File: src/rtl/obj_line_scan_if.sv
// Draw-command channel from the scanline object evaluator to the tile fetch/render stage.
interface obj_line_scan_if;
    logic        cmd_valid;
    logic        cmd_ready;
    logic [15:0] cmd_code;
    logic [3:0]  cmd_row;
    logic [9:0]  cmd_x;
    logic [6:0]  cmd_color;
    logic        cmd_flipx;
    logic [2:0]  cmd_layer;

    modport master (
        output cmd_valid, cmd_code, cmd_row, cmd_x, cmd_color, cmd_flipx, cmd_layer,
        input  cmd_ready
    );

    modport slave (
        input  cmd_valid, cmd_code, cmd_row, cmd_x, cmd_color, cmd_flipx, cmd_layer,
        output cmd_ready
    );
endinterface

File: src/rtl/obj_line_scan.sv
// Walks the 256-entry object table each line and emits one draw command per object covering it.
// Latency: miss entry 3 ce, hit entry 6 ce + PUSH; empty table 768 ce from line_start to done.
// Backpressure: PUSH holds cmd_* stable and issues no further RAM address until the transfer.
module obj_line_scan #(
    parameter int MAX_OBJS = 32
) (
    input  logic                   clk,
    input  logic                   reset,
    input  logic                   ce,
    input  logic                   line_start,
    input  logic [8:0]             line,
    output logic [9:0]             obj_addr,
    input  logic [15:0]            obj_din,
    obj_line_scan_if.master        cmd,
    output logic                   busy,
    output logic                   done,
    output logic                   overflow
);

    localparam logic [8:0] MAX_HITS = 9'(MAX_OBJS);

    typedef enum logic [2:0] {
        IDLE, FETCH_Y, TEST, FETCH_CODE, FETCH_ATTR, FETCH_X, PUSH, NEXT
    } state_t;

    state_t      state_q, state_d;
    logic [8:0]  line_q, line_d;
    logic [7:0]  entry_q, entry_d;
    logic [8:0]  hits_q, hits_d;
    logic [9:0]  addr_q, addr_d;
    logic [8:0]  dy_q, dy_d;
    logic [1:0]  height_q, height_d;
    logic [2:0]  layer_q, layer_d;
    logic [15:0] code_q, code_d;
    logic [6:0]  color_q, color_d;
    logic        flipx_q, flipx_d;
    logic        flipy_q, flipy_d;
    logic        done_q, done_d;
    logic        ovf_q, ovf_d;

    logic        cvld_q, cvld_d;
    logic [15:0] ccode_q, ccode_d;
    logic [3:0]  crow_q, crow_d;
    logic [9:0]  cx_q, cx_d;
    logic [6:0]  ccolor_q, ccolor_d;
    logic        cflipx_q, cflipx_d;
    logic [2:0]  clayer_q, clayer_d;

    // Hit test on w0 while it sits on obj_din; dy wraps at 512 so objects crossing line 511 work.
    logic [8:0] dy_now, span_now, span_lat, row;
    logic       hit_now;

    assign dy_now   = line_q - obj_din[8:0];
    assign span_now = 9'd16 << obj_din[10:9];
    assign hit_now  = (obj_din != 16'h0000) && (dy_now < span_now);
    assign span_lat = 9'd16 << height_q;
    assign row      = flipy_q ? (span_lat - 9'd1 - dy_q) : dy_q;

    always_comb begin
        state_d  = state_q;
        line_d   = line_q;
        entry_d  = entry_q;
        hits_d   = hits_q;
        addr_d   = addr_q;
        dy_d     = dy_q;
        height_d = height_q;
        layer_d  = layer_q;
        code_d   = code_q;
        color_d  = color_q;
        flipx_d  = flipx_q;
        flipy_d  = flipy_q;
        done_d   = 1'b0;
        ovf_d    = ovf_q;
        cvld_d   = cvld_q;
        ccode_d  = ccode_q;
        crow_d   = crow_q;
        cx_d     = cx_q;
        ccolor_d = ccolor_q;
        cflipx_d = cflipx_q;
        clayer_d = clayer_q;

        case (state_q)
            IDLE: ;
            FETCH_Y: state_d = TEST;
            TEST: begin
                if (hit_now) begin
                    dy_d     = dy_now;
                    height_d = obj_din[10:9];
                    layer_d  = obj_din[15:13];
                    addr_d   = {entry_q, 2'd1};
                    state_d  = FETCH_CODE;
                end else begin
                    state_d = NEXT;
                end
            end
            FETCH_CODE: begin
                code_d  = obj_din;
                addr_d  = {entry_q, 2'd2};
                state_d = FETCH_ATTR;
            end
            FETCH_ATTR: begin
                color_d = obj_din[6:0];
                flipx_d = obj_din[8];
                flipy_d = obj_din[9];
                addr_d  = {entry_q, 2'd3};
                state_d = FETCH_X;
            end
            FETCH_X: begin
                ccode_d  = code_q + {11'd0, row[8:4]};
                crow_d   = row[3:0];
                cx_d     = obj_din[9:0];
                ccolor_d = color_q;
                cflipx_d = flipx_q;
                clayer_d = layer_q;
                cvld_d   = 1'b1;
                state_d  = PUSH;
            end
            PUSH: begin
                if (cmd.cmd_ready) begin
                    cvld_d  = 1'b0;
                    hits_d  = hits_q + 9'd1;
                    state_d = NEXT;
                end
            end
            NEXT: begin
                // Last entry wins over the limit: a full line ending at entry 255 is not an overflow.
                if (entry_q == 8'hFF) begin
                    done_d  = 1'b1;
                    state_d = IDLE;
                end else if (hits_q == MAX_HITS) begin
                    done_d  = 1'b1;
                    ovf_d   = 1'b1;
                    state_d = IDLE;
                end else begin
                    entry_d = entry_q + 8'd1;
                    addr_d  = {entry_q + 8'd1, 2'd0};
                    state_d = FETCH_Y;
                end
            end
            default: state_d = IDLE;
        endcase

        // A new line always restarts from entry 0, discarding any pending command silently.
        if (line_start) begin
            state_d = FETCH_Y;
            line_d  = line;
            entry_d = 8'd0;
            hits_d  = 9'd0;
            addr_d  = 10'd0;
            ovf_d   = 1'b0;
            cvld_d  = 1'b0;
            done_d  = 1'b0;
        end
    end

    always_ff @(posedge clk or posedge reset) begin
        if (reset) begin
            state_q  <= IDLE;
            line_q   <= '0;
            entry_q  <= '0;
            hits_q   <= '0;
            addr_q   <= '0;
            dy_q     <= '0;
            height_q <= '0;
            layer_q  <= '0;
            code_q   <= '0;
            color_q  <= '0;
            flipx_q  <= 1'b0;
            flipy_q  <= 1'b0;
            done_q   <= 1'b0;
            ovf_q    <= 1'b0;
            cvld_q   <= 1'b0;
            ccode_q  <= '0;
            crow_q   <= '0;
            cx_q     <= '0;
            ccolor_q <= '0;
            cflipx_q <= 1'b0;
            clayer_q <= '0;
        end else if (ce) begin
            state_q  <= state_d;
            line_q   <= line_d;
            entry_q  <= entry_d;
            hits_q   <= hits_d;
            addr_q   <= addr_d;
            dy_q     <= dy_d;
            height_q <= height_d;
            layer_q  <= layer_d;
            code_q   <= code_d;
            color_q  <= color_d;
            flipx_q  <= flipx_d;
            flipy_q  <= flipy_d;
            done_q   <= done_d;
            ovf_q    <= ovf_d;
            cvld_q   <= cvld_d;
            ccode_q  <= ccode_d;
            crow_q   <= crow_d;
            cx_q     <= cx_d;
            ccolor_q <= ccolor_d;
            cflipx_q <= cflipx_d;
            clayer_q <= clayer_d;
        end
    end

    assign obj_addr      = addr_q;
    assign busy          = (state_q != IDLE);
    assign done          = done_q;
    assign overflow      = ovf_q;
    assign cmd.cmd_valid = cvld_q;
    assign cmd.cmd_code  = ccode_q;
    assign cmd.cmd_row   = crow_q;
    assign cmd.cmd_x     = cx_q;
    assign cmd.cmd_color = ccolor_q;
    assign cmd.cmd_flipx = cflipx_q;
    assign cmd.cmd_layer = clayer_q;

endmodule
File: src/flat_wrapper.sv
// flat-port wrapper written by rule: the top's interface ports become plain ports
module obj_line_scan_flat 
#(
    parameter int MAX_OBJS = 32
)
  (clk, reset, ce, line_start, line, obj_addr, obj_din, busy, done, overflow, cmd_cmd_valid, cmd_cmd_code, cmd_cmd_row, cmd_cmd_x, cmd_cmd_color, cmd_cmd_flipx, cmd_cmd_layer, cmd_cmd_ready);
  obj_line_scan_if cmd_i ();
  input  logic clk;
  input  logic reset;
  input  logic ce;
  input  logic line_start;
  input  logic [8:0] line;
  output logic [9:0] obj_addr;
  input  logic [15:0] obj_din;
  output logic busy;
  output logic done;
  output logic overflow;
  output wire logic [$bits(cmd_i.cmd_valid)-1:0] cmd_cmd_valid;
  output wire logic [$bits(cmd_i.cmd_code)-1:0] cmd_cmd_code;
  output wire logic [$bits(cmd_i.cmd_row)-1:0] cmd_cmd_row;
  output wire logic [$bits(cmd_i.cmd_x)-1:0] cmd_cmd_x;
  output wire logic [$bits(cmd_i.cmd_color)-1:0] cmd_cmd_color;
  output wire logic [$bits(cmd_i.cmd_flipx)-1:0] cmd_cmd_flipx;
  output wire logic [$bits(cmd_i.cmd_layer)-1:0] cmd_cmd_layer;
  input wire logic [$bits(cmd_i.cmd_ready)-1:0] cmd_cmd_ready;
  assign cmd_cmd_valid = cmd_i.cmd_valid;
  assign cmd_cmd_code = cmd_i.cmd_code;
  assign cmd_cmd_row = cmd_i.cmd_row;
  assign cmd_cmd_x = cmd_i.cmd_x;
  assign cmd_cmd_color = cmd_i.cmd_color;
  assign cmd_cmd_flipx = cmd_i.cmd_flipx;
  assign cmd_cmd_layer = cmd_i.cmd_layer;
  assign cmd_i.cmd_ready = cmd_cmd_ready;
  obj_line_scan #(.MAX_OBJS(MAX_OBJS)) u_core (.clk(clk), .reset(reset), .ce(ce), .line_start(line_start), .line(line), .obj_addr(obj_addr), .obj_din(obj_din), .cmd(cmd_i), .busy(busy), .done(done), .overflow(overflow));
endmodule
File: config.mk
export PLATFORM = sky130hd
export DESIGN_NAME = obj_line_scan_flat
export DESIGN_NICKNAME = d
export VERILOG_FILES = /design/src/rtl/obj_line_scan_if.sv /design/src/rtl/obj_line_scan.sv /design/src/flat_wrapper.sv
export SDC_FILE = /design/constraint.sdc
export NUM_CORES = 1
export LEC_CHECK = 0
export ABC_AREA = 1
export BUFFER_PORTS_ARGS = -buffer_cell sky130_fd_sc_hd__buf_2
export CELL_PAD_IN_SITES_DETAIL_PLACEMENT = 0
export CELL_PAD_IN_SITES_GLOBAL_PLACEMENT = 1
export CORE_MARGIN = 3
export CORE_UTILIZATION = 48
export CTS_BUF_LIST = sky130_fd_sc_hd__clkbuf_4 sky130_fd_sc_hd__clkbuf_8
export DETAILED_ROUTE_END_ITERATION = 12
export GPL_ROUTABILITY_DRIVEN = 0
export PLACE_DENSITY_LB_ADDON = 0.25
export SLEW_MARGIN = 20
export SYNTH_ARGS = -nofsm -noshare
export SYNTH_HDL_FRONTEND = slang
export SYNTH_SLANG_ARGS = --single-unit
File: constraint.sdc
create_clock -name clk -period 5.45 [get_ports clk]
set_input_delay 0.2725 -clock clk [delete_from_list [all_inputs] [get_ports clk]]
set_output_delay 0.2725 -clock clk [all_outputs]
set_load 0.02 [all_outputs]
==> results of run 1 <==
## cell usage in the layout, fill, tap and decap left out, drive strengths merged, types with 2 or more instances in the layout
cell type,Yosys,final
fa,3,3
inv,77,78
and2,2,2
xnor2,11,11
nor2,44,44
nand2,279,279
clkinv,0,3
a21oi,23,23
dfrtp,122,122
o31ai,3,3
nand3,50,50
o21ai,83,83
xor2,12,12
clkinvlp,0,3
dlygate4sd3,0,5
bufinv,0,3
or2,6,6
nor4,3,3
nor3,11,11
nand4,9,9
ha,24,24
clkbuf,14,21
buf,13,86
## how the worst min path moves through the flow
stage / end / cells after the start
after global placement: u_core.line_q[5] / 2
after global routing: u_core.line_q[4] / 3
final: u_core.line_q[1] / 3
after CTS: u_core.line_q[3] / 3
after floorplan: u_core.line_q[1] / 2
after detailed placement: u_core.line_q[5] / 2
## report_power, final
group / internal [uW] / switching, uW
logic: 479 / 816
registers: 1200 / 225
clock network: 479 / 368
## logic make-up (layout without fill, tap and decap cells)
kind of cell,Yosys count,in the layout,synth area share (%)
AND/OR/NAND/NOR,407,407,26.9
flip-flops,122,122,47.7
AO/OA/AOI/OAI,114,114,9.88
buffers and inverters,104,199,6.71
adder cells (fa/ha/maj),27,27,5.63
XOR/XNOR,23,23,3.15
## layer usage
metal	vias up	share of wire [%]
met4	0	1.1
met5	-	0
met1	2531	47
met3	15	3.9
met2	103	48
li1	2722	-
## cell usage after synthesis, drive strengths merged
cell / n / share of area, %
dfrtp: 122 / 48
nor4: 3 / 0.29
a22oi: 1 / 0.12
or2: 6 / 0.59
nand2: 279 / 17
o31ai: 3 / 0.43
nor3: 11 / 0.94
o21ai: 83 / 7.0
xnor2: 11 / 1.5
ha: 24 / 4.7
xor2: 12 / 1.6
nor3b: 1 / 0.20
o211ai: 1 / 0.12
nand4: 9 / 1.1
a21oi: 23 / 1.9
fa: 3 / 0.94
a21o: 1 / 0.12
a31oi: 1 / 0.098
nor2: 44 / 2.7
clkbuf: 14 / 0.82
and2: 2 / 0.20
and3: 1 / 0.098
inv: 77 / 4.5
buf: 13 / 1.4
nand3: 50 / 4.1
o21a: 1 / 0.12
nand3b: 1 / 0.12
## worst reg2reg max path, cell delays in order, from the launching register on
cell and delay [ns]:
dfrtp_1 0.36, inv_1 0.09, ha_1 0.15, inv_1 0.07, fa_1 0.40, nand2_1 0.09
nand2_1 0.06, and2_1 0.16, xor2_1 0.22, inv_1 0.07, ha_1 0.29, o21ai_0 0.14
nand2_1 0.07, nand2_1 0.06, nand2_1 0.05, nand2_1 0.13, nand3_2 0.13, nand2_2 0.19
nand2_2 0.16, nand2_1 0.10, nand2_1 0.05
## sequential cells by signal, summed over array words and instances (netlist names), 8 cells and up
register and count:
u_core.entry_q 8, u_core.line_q 9, u_core.dy_q 9, u_core.cmd.cmd_code 16, u_core.hits_q 9, u_core.code_q 16
u_core.obj_addr 10, u_core.cmd.cmd_x 10
## what timing repair did
item                                   4_1_cts  5_1_grt
endpoints found under the hold margin       56        0
hold buffers                                 5        0
gates resized for setup                      0        0
setup buffers                                0        0
## per-stage QoR
stage               instance area [sq um]  util (%)  cells
floorplan                            6400         -    797
global route                         7380      57.5   1064
detailed placement                   6910      53.9   1028
global placement                     6910      53.9   1028
finish                               7380      57.5   1064
CTS                                  7380      57.5   1064
## final cells by class
| type | count | area (sq um) |
|---|---|---|
| clock buffers | 21 | 270 |
| clock inverters | 10 | 144 |
| fillers | 1240 | 5450 |
| inverters | 77 | 292 |
| multi-input cells | 571 | 2920 |
| flip-flops and latches | 122 | 3050 |
| well taps | 172 | 215 |
| repair buffers | 91 | 485 |
==> flow_summary_export.csv, run 1 <==
group,metric,value,unit
critical_path,startpoint,"u_core.line_q[0]",
timing,fin_skew,0.00775,ns
route,vias,5371,
global_route,grt_pass1_wl,25300,um
placement,hpwl,10900,um
route,vias_per_cell,5.05,
synthesis,syn-num-nets,854,
layout,nNetsFinal,937,
placement,dp_slack,2.32,ns
critical_path,cp-start-kind,"flop",
synthesis,yosysUniqueCellTypes,40,
power_and_ir_drop,ir_worst_vdd,171,uV
timing,fin_crit,3.16,ns
critical_path,r2r_start,"u_core.line_q[0]",
timing,fin_hold_ws,0.0315,ns
cts,clk_pin_slew,0.07,ns
timing,fin_crit_sh,57.9,%
route,drt-initial-drc-count,447,
worst_hold_path,holdCritPathClass,"in2reg",
synthesis,syn_inst,797,
cts,root_buffer,"clkbuf_8",
critical_path,required,5.77,ns
route,drc_errors,0,
cts,tritoncts,"yes",
cts,numCtsBuffers,17,
cts,clock_path_buffers,2,
timing,timing.fmax,317,MHz
critical_path,crit_path_top_delay_cell,"fa_1",
critical_path,crit_path_max_fanout,11,
global_route,antenna_found_initial,0,
timing,slew_headroom,27.3,%
critical_path,cp_top_family,"simple AND/OR/NAND/NOR gates",
worst_hold_path,holdCritStartpoint,"line[1]",
power_and_ir_drop,power.total,3570,uW
layout,diodes,0,
timing,totalNegativeSetupSlack,0,ns
timing,setup_viol,0,
global_route,grt_overflow,0,
power_and_ir_drop,power.leakage,0.00392,uW
critical_path,cp.arrival,3.48,ns
route,wl_per_cell,14.0,um
critical_path,crit_buf_inv,3,
critical_path,crit_path_frequent_cell,"nand2_1",
global_route,grt_max_degree,71,
critical_path,reg2reg_slack,2.29,ns
floorplanning,start_util,49.9,%
global_route,gr-max-usage-layer,"met2",
floorplanning,ios,85,
critical_path,worstRegToRegCells,20,
timing,slew_viol_final,0,
critical_path,crit_end,"u_core.obj_addr[0]",
job,max-cap-violations,0,
critical_path,path_cells,"inv_1 > ha_1 > inv_1 > fa_1 > nand2_1 > nand2_1 > and2_1 > xor2_1 > inv_1 > ha_1 > o21ai_0 > nand2_1 > nand2_1 > nand2_1 > nand2_1 > nand3_2 > nand2_2 > nand2_2 > nand2_1 > nand2_1",
synthesis,syn_area_per_cell,8.03,sq um
floorplanning,dieArea,0.0147,sq mm
floorplanning,placeableCoreArea,0.0128,sq mm
global_route,gr-usage-met1,28.8,%
synthesis,ys_ff_latch,122,
global_route,track_usage,21.7,%
critical_path,criticalPathCategory,"reg2reg",
critical_path,reg2reg_to,"u_core.obj_addr[0]",
floorplanning,die_w,121,um
cts,clkSinkCount,122,
floorplanning,core.rowCount,41,
critical_path,path_depth,20,
run_status,run_status,"finished clean",
timing,worstMarginPinSlew,1.09,ns
route,drt_wl_total,14900,um
synthesis,syn-cell-area,0.00640,sq mm
timing,hold_violations,0,
cts,htree_levels,4,
layout,area.growth.synth_to_final,15.3,%
route,ant_nets,0,
global_route,grtUsageMet3,4.66,%
synthesis,yosysSeqAreaShare,47.7,%
floorplanning,die_y,121,um
placement,numPortBuffers,84,
critical_path,max_stage_delay,0.40,ns
global_route,met2_usage,35.6,%
route,firstDrtPassIters,7,
cts,insertion_delay,0.43,ns
timing,rsz0062_at_grt,"false",
layout,drive_gt1_share,16.9,%
power_and_ir_drop,cellPowerDensity,484,mW/mm^2
critical_path,end_kind,"flop",
global_route,grt_pass1_vias,5280,
timing,worst_slack,2.29,ns
synthesis,yosysWarnings,0,
(Power assumes the default switching activity.)
==> inputs of run 2 (changes only) <==
ABC_AREA = 0   (was 1)
CORE_UTILIZATION = 47   (was 48)
clock period = 3 ns   (was 5.45 ns; I/O delays follow)
==> run 2 against run 1 <==
  * The flow now finishes with violations (negative setup slack)
  * Design area increased by 6.9%
  * Wire length decreased by 1.9%
  * Via count decreased by 12%
  * Hold slack improved by 0.00059 ns
  * Combinational power increased by 120%
  * Flip-flop and latch count unchanged
  * Count of clock-buffer cells in the layout increased by 1
  * Maximum frequency increased by 1.5%
  * Critical path depth decreased by 4
  * Power increased by 91%
  * First-iteration DRC count decreased by 40%
  * Register-to-register slack got worse by 2.4 ns
  * Largest power group is now combinational cells
  * Highest routed layer unchanged
==> flow_summary_export.csv, run 2 <==
group,metric,value,unit
timing,slew_viol_final,0,
layout,post-route-util,61.7,%
critical_path,cp-start-kind,"flop",
placement,placed_cells,833,
timing,timing.fmax,322,MHz
timing,fin_skew,0.0109,ns
global_route,antenna_found_initial,0,
route,drt-initial-drc-count,269,
synthesis,netlist_top_cells_area,"dfrtp_1 (49%), mux2_2 (8.5%), ha_1 (4.8%), nand2_1 (4.1%), o21ai_0 (3.9%)",
power_and_ir_drop,ir_worst_vdd,356,uV
global_route,track_usage,20.9,%
timing,hold_violations,0,
synthesis,synth-async-reset-ratio,100,%
critical_path,end_kind,"flop",
timing,setup_viol,19,
worst_hold_path,holdCritPathClass,"in2reg",
global_route,grt_pass1_wl,23900,um
power_and_ir_drop,cellPowerDensity,866,mW/mm^2
timing,slew_headroom,40.4,%
cts,numCtsBuffers,17,
cts,clock_path_buffers,2,
synthesis,synth_edf_count,0,
placement,numPortBuffers,84,
route,drt_wl_total,14600,um
layout,drive_gt1_share,33.8,%
critical_path,required,3.32,ns
synthesis,syn-cell-area,0.00623,sq mm
route,vias,4726,
timing,worst_slack,-0.110,ns
layout,area.growth.synth_to_final,26.5,%
route,ant_nets,0,
synthesis,yosysWarnings,0,
floorplanning,die_y,121,um
synthesis,synthTopCellsByCount,"dfrtp_1 (122), nand2_1 (68), o21ai_0 (48)",
floorplanning,die_w,121,um
synthesis,yosysTopAreaCell,"dfrtp_1",
job,max-cap-violations,0,
timing,rsz0062_at_grt,"true",
global_route,grt_max_degree,67,
timing,worstMarginPinSlew,0.889,ns
cts,clk_pin_slew,0.07,ns
power_and_ir_drop,power.leakage,0.00378,uW
route,drc_errors,0,
global_route,grt_pass1_vias,4660,
synthesis,syn-num-nets,635,
synthesis,ys_ff_latch,122,
critical_path,cp.arrival,3.43,ns
synthesis,syn_area_per_cell,10.8,sq um
synthesis,yosysMostFrequentCell,"dfrtp_1",
global_route,grt_overflow,0,
floorplanning,core.rowCount,41,
floorplanning,dieArea,0.0147,sq mm
timing,fin_crit_sh,104,%
synthesis,yosys_most_used_dff,"dfrtp_1",
floorplanning,ios,85,
cts,htree_levels,4,
critical_path,crit_path_max_fanout,8,
layout,nNetsFinal,777,
run_status,run_status,"finished with violations",
floorplanning,start_util,48.8,%
synthesis,yosysTopAreaCellShare,49.0,%
route,vias_per_cell,5.23,
floorplanning,placeableCoreArea,0.0128,sq mm
power_and_ir_drop,power.total,6830,uW
cts,root_buffer,"clkbuf_8",
cts,tritoncts,"yes",
synthesis,syn_inst,578,
layout,final_cell_mix,"dfrtp_1 (122), buf_2 (84), nand2_1 (67)",
cts,insertion_delay,0.44,ns
synthesis,yosysSeqAreaShare,49.0,%
run_status,violations,"negative setup slack",
placement,hpwl,10500,um
critical_path,criticalPathCategory,"reg2reg",
route,wl_per_cell,16.2,um
layout,stdcell_count,903,
cts,clkSinkCount,122,
route,firstDrtPassIters,4,
synthesis,yosysUniqueCellTypes,63,
layout,layout_commonest_cell,"dfrtp_1",
timing,fin_crit,3.11,ns
layout,diodes,0,
==> run 2: routing by layer <==
metal	GRT usage, %	wire length (um)	up-vias
li1	-	-	2327
met1	27.4	6570	2302
met2	34.9	7400	84
met3	4.10	472	13
met4	6.93	166	0
met5	0	0	-
==> run 2: worst max-delay path, stage by stage (launching register included) <==
cell      delay, ns
dfrtp_1        0.37
inv_2          0.08
ha_4           0.12
inv_2          0.04
fa_2           0.36
a211oi_4       0.30
nor2_2         0.06
xor2_1         0.20
ha_1           0.28
o21ai_2        0.13
a21oi_2        0.08
a21oi_2        0.16
o211ai_4       0.12
nor2_4         0.12
buf_12         0.14
buf_12         0.13
mux2_4         0.29
==> run 2: per-stage QoR <==
stage	hold slack (ns)	setup slack (ns)	setup TNS (ns)	cell area, sq um
2_1_floorplan	0.267	0.0200	0	6240
3_3_place_gp	0.358	-0.0843	-0.863	6970
3_5_place_dp	0.369	-0.225	-3.84	6970
4_1_cts	0.00287	-0.130	-1.84	7650
5_1_grt	0.0192	-0.278	-5.33	7880
6_report	0.0321	-0.110	-1.51	7880
==> run 2: cells by family (layout without fill, tap and decap cells) <==
family          count (synthesis)  count (layout)  share of synthesized area [%]
compound gates                108             108                           11.8
xor+xnor                       40              40                           5.62
fa+ha+maj                      27              27                           5.78
buf+inv                        50             203                           3.21
flops                         122             122                           49.0
mux                            56              56                           10.6
simple gates                  175             175                           14.0
==> run 2: timing repair <==
action / in CTS / in global routing
pin swaps: 6 / 22
endpoints found under the setup margin: 28 / 36
hold buffers: 19 / 0
gates resized for setup: 13 / 27
hold endpoints to repair: 57 / 0
buffers inserted: 7 / 14
==> run 2: path summary, 6_finish.rpt <==
check / start / cells after the start / to / slack [ns]
worst min-delay path: ce / 2 / u_core.cmd.cmd_valid / 0.03
max in group asynchronous: reset / 4 / u_core.cmd.cmd_code[11] / 1.72
min in group asynchronous: reset / 3 / u_core.line_q[2] / 0.44
worst max register to register: u_core.line_q[0] / 16 / u_core.dy_q[1] / -0.11
worst max-delay path: u_core.line_q[0] / 16 / u_core.dy_q[1] / -0.11
worst min register to register: u_core.cmd.cmd_code[8] / 2 / u_core.cmd.cmd_code[8] / 0.47
==> run 2: area by class of cell <==
cell class | count | area [sq um]
Clock buffer | 22 | 297
Clock inverter | 8 | 93.8
Fill cell | 1028 | 4890
Inverter | 26 | 101
Multi-Input combinational cell | 406 | 3120
Sequential cell | 122 | 3050
Tap cell | 172 | 215
Timing Repair Buffer | 147 | 1010
==> run 2: where the power goes <==
part	internal (uW)	switching, uW	leakage, uW
clock	820	624	0.000208
combinational	1350	1460	0.00200
sequential	2160	422	0.00157
total	4330	2500	0.00378
==> inputs of run 3 (changes only) <==
CORE_UTILIZATION = 43   (was 47)
clock period = 2.83 ns   (was 3 ns; I/O delays follow)
==> run 3 against run 2 <==
  * The run still ends with negative setup slack left
  * Setup slack worse by 0.082 ns
  * Maximum frequency is 2.9% higher
  * Count of clock-buffer cells in the layout stayed put
  * Power is 9.3% higher
  * Non-clock buffer count is 5 higher
  * Die area is 8.8% higher
  * Cell count is 1.7% higher
  * Largest power group unchanged
  * Highest routed layer unchanged
==> flow_summary_export.csv, run 3 (synthesis gave the netlist of run 2 again) <==
group,metric,value,unit
run_status,run_status,"finished with violations",
run_status,violations,"negative setup slack",
timing,totalNegativeSetupSlack,-2.87,ns
floorplanning,placeableCoreArea,0.0140,sq mm
worst_hold_path,holdCritPathClass,"in2reg",
timing,hold_violations,0,
floorplanning,ios,85,
power_and_ir_drop,internal_power,4730,uW
placement,dp_slack,-0.246,ns
critical_path,reg2reg_to,"u_core.obj_addr[2]",
critical_path,criticalPathCategory,"reg2reg",
worst_hold_path,min_to,"u_core.height_q[1]",
critical_path,crit_path_top_delay_cell,"or4_1",
global_route,grt_pass1_wl,23300,um
power_and_ir_drop,power_frac_clock,21.1,%
cts,htree_levels,4,
timing,setup_viol,22,
critical_path,crit_path_max_fanout,7,
floorplanning,dieArea,0.0160,sq mm
power_and_ir_drop,power_frac_comb,42.4,%
route,drt_wl_total,14600,um
layout,area.growth.synth_to_final,27.8,%
global_route,track_usage,18.3,%
critical_path,r2r_start,"u_core.line_q[0]",
cts,clk_pin_slew,0.07,ns
route,vias_per_cell,5.19,
power_and_ir_drop,power.total,7460,uW
timing,fin_skew,0.0102,ns
global_route,grt_pass1_vias,4660,
power_and_ir_drop,power.leakage,0.00380,uW
critical_path,end_kind,"flop",
critical_path,worstRegToRegCells,15,
cts,tritoncts,"yes",
route,firstDrtPassIters,5,
layout,seqCellArea,0.00305,sq mm
cts,numCtsBuffers,17,
global_route,grt_overflow,0,
critical_path,reg2reg_slack,-0.19,ns
route,wl_per_cell,15.9,um
worst_hold_path,holdCritStartpoint,"obj_din[10]",
timing,worstMarginPinSlew,0.734,ns
job,max-cap-violations,0,
power_and_ir_drop,p_sw,2730,uW
layout,nNetsFinal,782,
critical_path,path_cells,"inv_2 > ha_4 > inv_2 > fa_2 > a211oi_4 > nor2_1 > xor2_1 > ha_1 > o21ai_1 > a21oi_1 > a21oi_2 > o211ai_4 > buf_12 > or4_1 > nand4_1",
floorplanning,core.rowCount,43,
critical_path,max_stage_delay,0.46,ns
power_and_ir_drop,ir_worst_vdd,475,uV
floorplanning,start_util,44.4,%
worst_hold_path,hold_depth,2,
timing,fin_crit_sh,107,%
floorplanning,die_w,126,um
timing,slew_headroom,50.9,%
layout,drive_gt1_share,35.9,%
route,vias,4760,
global_route,antenna_found_initial,0,
layout,layout_commonest_cell,"dfrtp_1",
timing,slew_viol_final,0,
floorplanning,die_y,126,um
cts,clkSinkCount,122,
cts,insertion_delay,0.44,ns
route,drt-initial-drc-count,277,
layout,diodes,0,
route,ant_nets,0,
layout,multi_input_area,0.00315,sq mm
critical_path,required,3.20,ns
layout,fillers,1224,
power_and_ir_drop,switching_share,36.6,%
timing,timing.fmax,331,MHz
power_and_ir_drop,p_seq_share,36.5,%
cts,clock_path_buffers,2,
route,drc_errors,0,
placement,numPortBuffers,84,
power_and_ir_drop,cellPowerDensity,937,mW/mm^2
critical_path,crit_path_frequent_cell,"inv_2",
layout,final_cell_mix,"dfrtp_1 (122), buf_2 (84), nand2_1 (66)",
global_route,grt_max_degree,123,
timing,worst_slack,-0.191,ns
cts,root_buffer,"clkbuf_8",
placement,hpwl,10500,um
timing,rsz0062_at_grt,"true",
timing,fin_crit,3.02,ns
critical_path,cp-start-kind,"flop",
critical_path,cp.arrival,3.39,ns
==> run 3: changes by cell type in the layout (fill, tap and decap cells not counted), moves of 2 or more <==
cell / delta
ha_1: -2
buf_6: -2
inv_2: +2
inv_1: -2
dlygate4sd3_1: -2
clkinv_2: -2
o21ai_0: -5
clkinvlp_4: +3
buf_4: +10
o21ai_1: +6
==> run 3: area by class of cell <==
| class | instances | share of cell area [%] |
|---|---|---|
| Tap cell | 180 | 2.83 |
| Timing Repair Buffer | 152 | 12.8 |
| Clock inverter | 10 | 1.45 |
| Inverter | 26 | 1.27 |
| Sequential cell | 122 | 38.3 |
| Multi-Input combinational cell | 406 | 39.6 |
| Clock buffer | 22 | 3.72 |
==> run 3: worst max-delay path by stage <==
stage / from / endpoint / slack (ns) / cells after the start
global route: u_core.line_q[0] / u_core.obj_addr[2] / -0.36 / 15
CTS: u_core.line_q[0] / u_core.obj_addr[2] / -0.21 / 15
finish: u_core.line_q[0] / u_core.obj_addr[2] / -0.19 / 15
global placement: u_core.line_q[0] / u_core.obj_addr[3] / -0.16 / 15
detailed placement: u_core.line_q[0] / u_core.obj_addr[2] / -0.25 / 15
floorplan: u_core.line_q[0] / u_core.dy_q[1] / -0.06 / 15
==> run 3: layer usage <==
layer  vias up  share of wire (%)  GRT usage (%)
li1       2355                  -              -
met1      2297                 45           23.0
met2        97                 50           31.3
met3        11                4.2           5.01
met4         0               0.93           4.67
met5         -                  0              0
==> run 3: power by group through the flow <==
| stage | Combinational [uW] | Clock (uW) | Sequential (uW) |
|---|---|---|---|
| 2_1_floorplan | 1580 | 0 | 2930 |
| 3_3_place_gp | 2730 | 0 | 2730 |
| 3_5_place_dp | 2800 | 0 | 2750 |
| 4_1_cts | 2950 | 1610 | 2720 |
| 5_1_grt | 3460 | 1690 | 2800 |
| 6_report | 3160 | 1580 | 2730 |
==> run 3: metrics by stage <==
step	hold slack [ns]	utilization, %	cell area [sq um]	std cells
after floorplan	0.258	-	6240	578
after global placement	0.377	50.9	7150	861
after detailed placement	0.374	50.9	7150	861
after CTS	0.0294	55.7	7820	914
after global routing	0.0324	56.7	7960	918
final	0.0512	56.7	7960	918
==> run 3: critical path, delay by kind of cell (launching register included) <==
family          cells  cell delay [ns]
compound gates      5             0.75
xor+xnor            1             0.16
fa+ha+maj           3             0.77
buf+inv             3             0.26
flops               1             0.37
simple gates        3             0.64
==> run 3: timing repair <==
item | 4_1_cts | 5_1_grt
gates resized for setup | 16 | 31
pin swaps | 5 | 28
hold endpoints to repair | 141 | 0
hold buffers | 17 | 0
buffers inserted | 4 | 5
endpoints found under the setup margin | 29 | 37
